$ cat config.mk
export PLATFORM = sky130hd
export DESIGN_NAME = wm8731_i2c_responder
export DESIGN_NICKNAME = d
export VERILOG_FILES = /design/src/rtl/wm8731_pkg.sv /design/src/rtl/i2c_line_cond.sv /design/src/rtl/wm8731_i2c_responder.sv
export SDC_FILE = /design/constraint.sdc
export NUM_CORES = 1
export LEC_CHECK = 0
export ABC_AREA = 0
export ABC_CLOCK_PERIOD_IN_PS = 3500
export CAP_MARGIN = 20
export CELL_PAD_IN_SITES_DETAIL_PLACEMENT = 2
export CELL_PAD_IN_SITES_GLOBAL_PLACEMENT = 2
export CORE_MARGIN = 3
export CORE_UTILIZATION = 25
export DETAILED_ROUTE_END_ITERATION = 6
export PLACE_DENSITY_LB_ADDON = 0.05
export SYNTH_ARGS = -nofsm -noshare
export SYNTH_HDL_FRONTEND = slang
export SYNTH_SLANG_ARGS = --single-unit
$ cat constraint.sdc
create_clock -name CLOCK_50 -period 3.5 [get_ports CLOCK_50]
set_input_delay 0.7 -clock CLOCK_50 [delete_from_list [all_inputs] [get_ports CLOCK_50]]
set_output_delay 0.7 -clock CLOCK_50 [all_outputs]
set_load 0.005 [all_outputs]
$ cat src/rtl/wm8731_pkg.sv
// Shared types, widths and register reset defaults for the WM8731 control-port responder.
package wm8731_pkg;

    localparam int REG_AW = 7;
    localparam int REG_DW = 9;

    typedef enum logic [2:0] {
        IDLE,
        ADDR,
        ACK_A,
        BYTE1,
        ACK_1,
        BYTE2,
        ACK_2,
        IGNORE
    } wm_state_t;

    typedef struct packed {
        logic [REG_AW-1:0] addr;
        logic [REG_DW-1:0] data;
    } wm_wr_t;

    // Codec power-on values for R0..R9; anything beyond reads back as zero.
    function automatic logic [REG_DW-1:0] reg_default(input int idx);
        case (idx)
            0:       return 9'h097;
            1:       return 9'h097;
            2:       return 9'h079;
            3:       return 9'h079;
            4:       return 9'h00A;
            5:       return 9'h008;
            6:       return 9'h09F;
            7:       return 9'h00A;
            default: return 9'h000;
        endcase
    endfunction

    function automatic logic maj3(input logic [2:0] s);
        return (s[0] & s[1]) | (s[0] & s[2]) | (s[1] & s[2]);
    endfunction

endpackage

$ cat src/rtl/i2c_line_cond.sv
// SCL/SDA conditioning: 2-FF synchronisers, optional majority filter (WM_GLITCH_FILTER_EN),
// SCL edge detection and START/STOP recognition on the cleaned lines.
module i2c_line_cond
    import wm8731_pkg::*;
(
    input  logic clk,
    input  logic rst_n,
    input  logic scl_async,
    input  logic sda_async,
    output logic sda,
    output logic scl_rise,
    output logic scl_fall,
    output logic start,
    output logic stop
);

    logic [1:0] scl_sync, sda_sync;
    logic       scl_c, sda_c, scl_d, sda_d;

    // Idle bus level is high, so the pipeline resets to 1 to avoid phantom edges.
    always_ff @(posedge clk or negedge rst_n) begin
        if (!rst_n) begin
            scl_sync <= 2'b11;
            sda_sync <= 2'b11;
        end else begin
            scl_sync <= {scl_sync[0], scl_async};
            sda_sync <= {sda_sync[0], sda_async};
        end
    end

`ifdef WM_GLITCH_FILTER_EN
    logic [2:0] scl_hist, sda_hist;
    logic       scl_f, sda_f;

    always_ff @(posedge clk or negedge rst_n) begin
        if (!rst_n) begin
            scl_hist <= 3'b111;
            sda_hist <= 3'b111;
            scl_f    <= 1'b1;
            sda_f    <= 1'b1;
        end else begin
            scl_hist <= {scl_hist[1:0], scl_sync[1]};
            sda_hist <= {sda_hist[1:0], sda_sync[1]};
            scl_f    <= maj3(scl_hist);
            sda_f    <= maj3(sda_hist);
        end
    end

    assign scl_c = scl_f;
    assign sda_c = sda_f;
`else
    assign scl_c = scl_sync[1];
    assign sda_c = sda_sync[1];
`endif

    always_ff @(posedge clk or negedge rst_n) begin
        if (!rst_n) begin
            scl_d <= 1'b1;
            sda_d <= 1'b1;
        end else begin
            scl_d <= scl_c;
            sda_d <= sda_c;
        end
    end

    assign sda      = sda_c;
    assign scl_rise = scl_c & ~scl_d;
    assign scl_fall = ~scl_c & scl_d;
    assign start    = scl_c & scl_d & sda_d & ~sda_c;
    assign stop     = scl_c & scl_d & ~sda_d & sda_c;

endmodule

$ cat src/rtl/wm8731_i2c_responder.sv
// WM8731 control-port I2C target: ACKs 3-byte write frames and keeps a readable shadow
// register file. Build with WM_GLITCH_FILTER_EN to add majority filtering on SCL/SDA.
module wm8731_i2c_responder
    import wm8731_pkg::*;
#(
    parameter logic [6:0] DEV_ADDR  = 7'h1A,
    parameter int         NUM_REGS  = 10,
    parameter logic [6:0] RESET_REG = 7'h0F
) (
    input  logic        CLOCK_50,
    input  logic        RESET_N,
    input  logic        I2C_SCLK,
    input  logic        I2C_SDAT_IN,
    output logic        I2C_SDAT_OE,
    output logic        wr_valid,
    output logic [6:0]  wr_addr,
    output logic [8:0]  wr_data,
    input  logic [3:0]  rd_addr,
    output logic [8:0]  rd_data,
    output logic        busy
);

    logic sda, scl_rise, scl_fall, start, stop;

    i2c_line_cond u_line_cond (
        .clk       (CLOCK_50),
        .rst_n     (RESET_N),
        .scl_async (I2C_SCLK),
        .sda_async (I2C_SDAT_IN),
        .sda       (sda),
        .scl_rise  (scl_rise),
        .scl_fall  (scl_fall),
        .start     (start),
        .stop      (stop)
    );

    wm_state_t   state, state_nx;
    logic [2:0]  cnt, cnt_nx;
    logic [7:0]  shreg, shreg_nx, b1, b1_nx;
    logic        byte_done, byte_done_nx;
    logic        oe, oe_nx, busy_q, busy_nx;
    logic        commit;
    wm_wr_t      wr_q;

    always_ff @(posedge CLOCK_50 or negedge RESET_N) begin
        if (!RESET_N) begin
            state     <= IDLE;
            cnt       <= '0;
            shreg     <= '0;
            b1        <= '0;
            byte_done <= 1'b0;
            oe        <= 1'b0;
            busy_q    <= 1'b0;
        end else begin
            state     <= state_nx;
            cnt       <= cnt_nx;
            shreg     <= shreg_nx;
            b1        <= b1_nx;
            byte_done <= byte_done_nx;
            oe        <= oe_nx;
            busy_q    <= busy_nx;
        end
    end

    // Bits are shifted on SCL rise; every decision and OE change waits for the SCL fall.
    always_comb begin
        state_nx     = state;
        cnt_nx       = cnt;
        shreg_nx     = shreg;
        b1_nx        = b1;
        byte_done_nx = byte_done;
        oe_nx        = oe;
        busy_nx      = busy_q;
        commit       = 1'b0;
        if (start) begin
            state_nx     = ADDR;
            cnt_nx       = '0;
            byte_done_nx = 1'b0;
            oe_nx        = 1'b0;
            busy_nx      = 1'b1;
        end else if (stop) begin
            state_nx     = IDLE;
            byte_done_nx = 1'b0;
            oe_nx        = 1'b0;
            busy_nx      = 1'b0;
        end else if (state == ADDR || state == BYTE1 || state == BYTE2) begin
            if (scl_rise && !byte_done) begin
                shreg_nx = {shreg[6:0], sda};
                cnt_nx   = cnt + 3'd1;
                if (cnt == 3'd7)
                    byte_done_nx = 1'b1;
            end else if (scl_fall && byte_done) begin
                byte_done_nx = 1'b0;
                if (state == ADDR) begin
                    if (shreg[7:1] == DEV_ADDR && !shreg[0]) begin
                        state_nx = ACK_A;
                        oe_nx    = 1'b1;
                    end else begin
                        state_nx = IGNORE;
                    end
                end else if (state == BYTE1) begin
                    b1_nx    = shreg;
                    state_nx = ACK_1;
                    oe_nx    = 1'b1;
                end else begin
                    state_nx = ACK_2;
                    oe_nx    = 1'b1;
                    commit   = 1'b1;
                end
            end
        end else if (scl_fall) begin
            case (state)
                ACK_A:   begin state_nx = BYTE1;  oe_nx = 1'b0; cnt_nx = '0; end
                ACK_1:   begin state_nx = BYTE2;  oe_nx = 1'b0; cnt_nx = '0; end
                ACK_2:   begin state_nx = IGNORE; oe_nx = 1'b0; end
                default: ;
            endcase
        end
    end

    always_ff @(posedge CLOCK_50 or negedge RESET_N) begin
        if (!RESET_N) begin
            wr_valid <= 1'b0;
            wr_q     <= '0;
        end else begin
            wr_valid <= commit;
            if (commit)
                wr_q <= '{addr: b1[7:1], data: {b1[0], shreg}};
        end
    end

    assign wr_addr     = wr_q.addr;
    assign wr_data     = wr_q.data;
    assign I2C_SDAT_OE = oe;
    assign busy        = busy_q;

    logic [REG_DW-1:0] regs [NUM_REGS];
    logic [REG_DW-1:0] rd_mux;

    // Registers update the cycle wr_valid is high; the soft-reset address wins over a store.
    always_ff @(posedge CLOCK_50 or negedge RESET_N) begin
        if (!RESET_N) begin
            for (int i = 0; i < NUM_REGS; i++)
                regs[i] <= reg_default(i);
        end else if (wr_valid && wr_addr == RESET_REG) begin
            for (int i = 0; i < NUM_REGS; i++)
                regs[i] <= reg_default(i);
        end else if (wr_valid) begin
            for (int i = 0; i < NUM_REGS; i++)
                if (int'(wr_addr) == i)
                    regs[i] <= wr_data;
        end
    end

    always_comb begin
        rd_mux = '0;
        for (int i = 0; i < NUM_REGS; i++)
            if (int'(rd_addr) == i)
                rd_mux = regs[i];
    end

    always_ff @(posedge CLOCK_50 or negedge RESET_N) begin
        if (!RESET_N)
            rd_data <= '0;
        else
            rd_data <= rd_mux;
    end

endmodule
Word-level counts from Yosys, hierarchy flattened:

Cells that the tools add are included.

* register bits: 147
* input port bits: 8

* bitwise operators: 15
* $add $sub $neg: 1
* eq/ne operators: 33
* muxes and demuxes: 62
* reductions and logical operators: 47

Operators by type and width (count)
* $mux 9: 20
* $mux 90: 2
* $mux 3: 14
* $eq 7x4->1 const B: 5
* $eq 4x4->1 const B: 6
* $mux 1: 24
* $reduce_bool 2->1: 12
* $eq 7x5->1 const B: 3
* $reduce_and 2->1: 10
* $eq 7x3->1 const B: 2
* $eq 3x3->1 const B: 4
* $reduce_and 4->1: 3
* $reduce_bool 4->1: 3
* $pmux 3 s3: 1
* $reduce_bool 3->1: 3
* $eq 4x3->1 const B: 2
* $ne 4x3->1 const B: 2
* $not 1->1: 8
* $and 1x1->1: 7
* $eq 7x2->1 const B: 1
* $logic_not 7->1: 1
* $reduce_and 7->1: 1
* $eq 3x2->1 const B: 2
* $reduce_bool 6->1: 1
* other kinds (16): 21

Longest topological paths before layout:

* word-level depth: 11
* gate-level depth with buffers: 6

Modules after synthesis:

A second synthesis with hierarchy kept.

* cell total of the unflattened synthesis: 655
* area total of the unflattened synthesis: 6996.7 um^2

Modules (own cells, without submodules)
* wm8731_i2c_responder: area an instance 6806.5 um^2, cells an instance 645, instances 1
* i2c_line_cond: area an instance 190.2 um^2, cells an instance 10, instances 1

Worst setup path after synthesis:

Ideal clock, no wire load.

* kind: in2reg
* start point: in rd_addr[2]
* end point: reg rd_data[0]
* path slack: 1.671 ns
* data arrival time: 1.706 ns
* cell stages on the path: 5
* setup time: 0.123 ns
* data required time: 3.377 ns
* cell sequence: buf_2 -> or3b_1 -> o31a_1 -> a2bb2oi_1 -> o221a_2

* cells in the longest elaborated chain, start to end: 11

RTL lines
* from (decl): line wm8731_i2c_responder.sv:18 `input logic [3:0] rd_addr,`
* $logic_not 4->1: line wm8731_i2c_responder.sv:158 `if (int'(rd_addr) == i)`
* $mux 9 (9 in a row): line wm8731_i2c_responder.sv:158
* $mux 9 (*): line wm8731_i2c_responder.sv:158
* named net rd_mux[0]: line wm8731_i2c_responder.sv:138 `logic [REG_DW-1:0] rd_mux;`
* to (signal assigned): line wm8731_i2c_responder.sv:166 `rd_data <= rd_mux;`
* to (decl): line wm8731_i2c_responder.sv:19 `output logic [8:0] rd_data,`

Mark *: on every way through the listed nets, which the timed path passes. The rest lies on a longest branch.
A chain may end at the register's enable or synchronous reset.

Final worst setup path:

* start point: reg wr_q, in the netlist wr_data[0]
* end point: out wr_data[0]

RTL lines
* from (decl): line wm8731_i2c_responder.sv:43 `wm_wr_t wr_q;`
* from (signal assigned): line wm8731_i2c_responder.sv:128 `wr_q <= '{addr: b1[7:1], data: {b1[0], shreg}};`
* to (decl): line wm8731_i2c_responder.sv:17 `output logic [8:0] wr_data,`

No word-level cell between the ends.

==> results by group <==
Status
  – Status: finished, final reports clean

Synthesis
  – Ys async rst share: 100%
  – Dominant synthesized flop cell: dfrtp_1
  – Mapped Nets: 656
  – Seq/Total Area, Yosys: 53.5%
  – Post-synth EDFFs: 0
  – Cell variety after synth: 60
  – Avg Inst Size Synth: 10.8 µm²
  – #FFs+latches synth: 147
  – Mapped Cells: 646
  – Syn. warnings: 0
  – Cell area after synthesis: 6970 µm²

CTS
  – H-tree depth: 4
  – Clk_lat worst skew: 0.43 ns
  – Post-CTS Setup Repair Bufs: 0
  – Clock slew at reported path FFs: 0.07 ns
  – Post-CTS sizing: 0
  – TritonCTS clock tree: done
  – Cts-stage hold buffer count: 0
  – Root buffer cell: clkbuf_16
  – CTS Buffer Depth: 2
  – Clk sinks: 147
  – Total CTS buffers: 17

Critical path
  – Worst setup path category: reg2out
  – Largest delay share family, worst path: flip-flops
  – Crit path required time: 2.80 ns
  – CP max stage delay: 0.84 ns
  – Max Fanout on Critical Path: 12
  – Critical Path AT: 1.92 ns
  – CP cell instances: clkdlybuf4s50_1
  – Worst setup SP type: flip-flop
  – Slowest CP cell: dfrtp_1
  – Crit path capture type: output pin
  – Buf/Inv on CP: 1

Placed design
  – Pre-CTS setup slack: 0.684 ns
  – Post-Place Cell Area: 7690 µm²
  – Placer Congestion: 0.740
  – Port Buf Inserts: 35
  – DP HPWL: 15.8 mm

Route
  – Vias per cell: 4.76
  – Total wire length: 23.3 mm
  – Detailed Routing Iterations Pass 1: 4
  – Initial drt markers: 146
  – Routed vias: 5023
  – Wire per inst: 22.1 µm
  – Final ANT Viol Nets: 0
  – Remaining DRCs: 0

Timing
  – Fin. Hold Viols: 0
  – Slew @ Worst Pin: 0.920 ns
  – Setup tns final: 0 ns
  – Clk_skew: 0.0106 ns
  – Post-layout min period: 2.62 ns
  – Slew Limit Fails: 0
  – RSZ-0062 raised after global routing: no
  – Period utilisation layout: 74.9%
  – Final hold slack: 0.265 ns
  – Max Freq: 381 MHz
  – Worst Slack Setup Final: 0.879 ns
  – # setup viols final: 0
  – Rel. slew slack: 38.5%

Finish
  – Final-layout fill cell count: 2971
  – Commonest non-fill, non-tap cell in the layout: dfrtp_1
  – Share of cells above drive strength 1: 18.9%
  – Layout Nets: 680
  – Commonest non-fill, non-tap cells in the layout: 110 x dfrtp_1, 105 x nand2_1, 83 x mux2i_1
  – Design area: 8290 µm²
  – Final core occ: 30.5%
  – Area growth syn-to-layout: 19.0%
  – Ant diodes: 0

Floorplanning
  – Die H: 173 µm
  – Area of the core: 27200 µm²
  – I/O pin cnt: 36
  – Die ar.: 29900 µm²
  – Die width: 173 µm
  – Initial core utilization: 25.6%
  – Number of placement rows: 60

GRT
  – First-pass GRT wire length: 36.4 mm
  – Vias in the first global route: 5658
  – GRT overflow: 0
  – Antenna violations before repair: 0
  – Largest net degree at the start of global routing: 67
  – Total GRT Usage: 16.1%

Pwr
  – Leak: 4.17 nW
  – Power Density: 524 nW/µm²
  – Max rail drop VDD: 0.000278 V

Min path
  – Type of the most critical hold path: in2async

Job
  – Max-Cap Viols: 0
[sequential cells by signal, indices dropped and copies added, names as in the netlist, 2 cells and up]
signal	flops
regs	90
rd_data	9
wr_data	9
u_line_cond.sda_sync	2
cnt	3
b1	8
u_line_cond.scl_sync	2
wr_addr	7
shreg	8
state	3
[area by class of cell]
type,instances,area [µm²],share of cell area [%]
inverter,4,15.0,0.181
tap,372,465,5.61
clock inverter,14,164,1.98
multi-input combinational,447,2990,36.0
clock buffer,18,439,5.30
timing repair buffer,53,494,5.96
sequential,147,3720,44.9
[metrics by stage]
step	cells	power (mW)
after global placement	1023	2.47
after detailed placement	1023	2.49
after global routing	1055	4.58
after CTS	1055	4.43
after floorplan	646	2.24
final	1055	4.35
[where the power goes]
part	total, mW	internal [mW]	switching, mW
combinational	0.438	0.203	0.234
clock	1.91	1.04	0.868
sequential	2.00	1.80	0.202
total	4.35	3.04	1.30
[path summary, 6_finish.rpt]
check	from	to	slack, ns	depth (start not counted)
worst max-delay path	wr_data[0]$_DFFE_PN0P_	wr_data[0]	0.88	1
worst min-delay path	RESET_N	regs[75]$_DFFE_PN0P_	0.27	1
worst max register to register	wr_addr[5]$_DFFE_PN0P_	regs[50]$_DFFE_PN0P_	1.14	6
worst min register to register	u_line_cond.sda_sync[0]$_DFF_PN1_	u_line_cond.sda_sync[1]$_DFF_PN1_	0.36	0
max in group asynchronous	RESET_N	regs[83]$_DFFE_PN1P_	2.33	2
min in group CLOCK_50	u_line_cond.sda_sync[0]$_DFF_PN1_	u_line_cond.sda_sync[1]$_DFF_PN1_	0.36	0
[synthesized netlist by cell type (3+ instances only)]
library cell | count | share of area [%]
nand3_1 | 15 | 1.1
nand2b_1 | 11 | 0.99
and3_1 | 9 | 0.81
nor2_1 | 54 | 2.9
dfrtp_1 | 110 | 40
o211ai_1 | 3 | 0.32
nor2b_1 | 12 | 1.1
o22ai_1 | 14 | 1.3
nand2_1 | 105 | 5.7
mux2_2 | 29 | 4.7
inv_1 | 4 | 0.22
a211o_1 | 3 | 0.38
mux2i_1 | 83 | 12
clkbuf_1 | 15 | 0.81
a21o_1 | 9 | 0.97
buf_2 | 22 | 1.6
buf_4 | 7 | 0.75
nor3b_1 | 3 | 0.32
o21ai_0 | 15 | 1.1
nand3b_1 | 3 | 0.32
nor3_1 | 5 | 0.36
o221ai_1 | 4 | 0.50
dfstp_2 | 37 | 14
a31oi_1 | 4 | 0.36
a21oi_1 | 20 | 1.4
[per-layer routing]
metal  track usage (%)  up-vias  wire length (µm)
met2              27.2       59             11400
met5                 0        -                 0
met3              2.96       13               525
li1                  -     2301                 -
met1              21.4     2650             11100
met4              3.82        0               251
[logic make-up after synthesis]
group                      after synthesis  share of synthesized area [%]
AOI/OAI and AO/OA                       96                           9.39
xor gates and xnor gates                 2                          0.252
adders and majority gates                2                          0.359
buffers and inverters                   52                           3.70
DFF                                    147                           53.5
muxes                                  112                           16.6
and+or+nand+nor                        235                           16.2
Note: power is estimated with default switching activity, not from simulation.
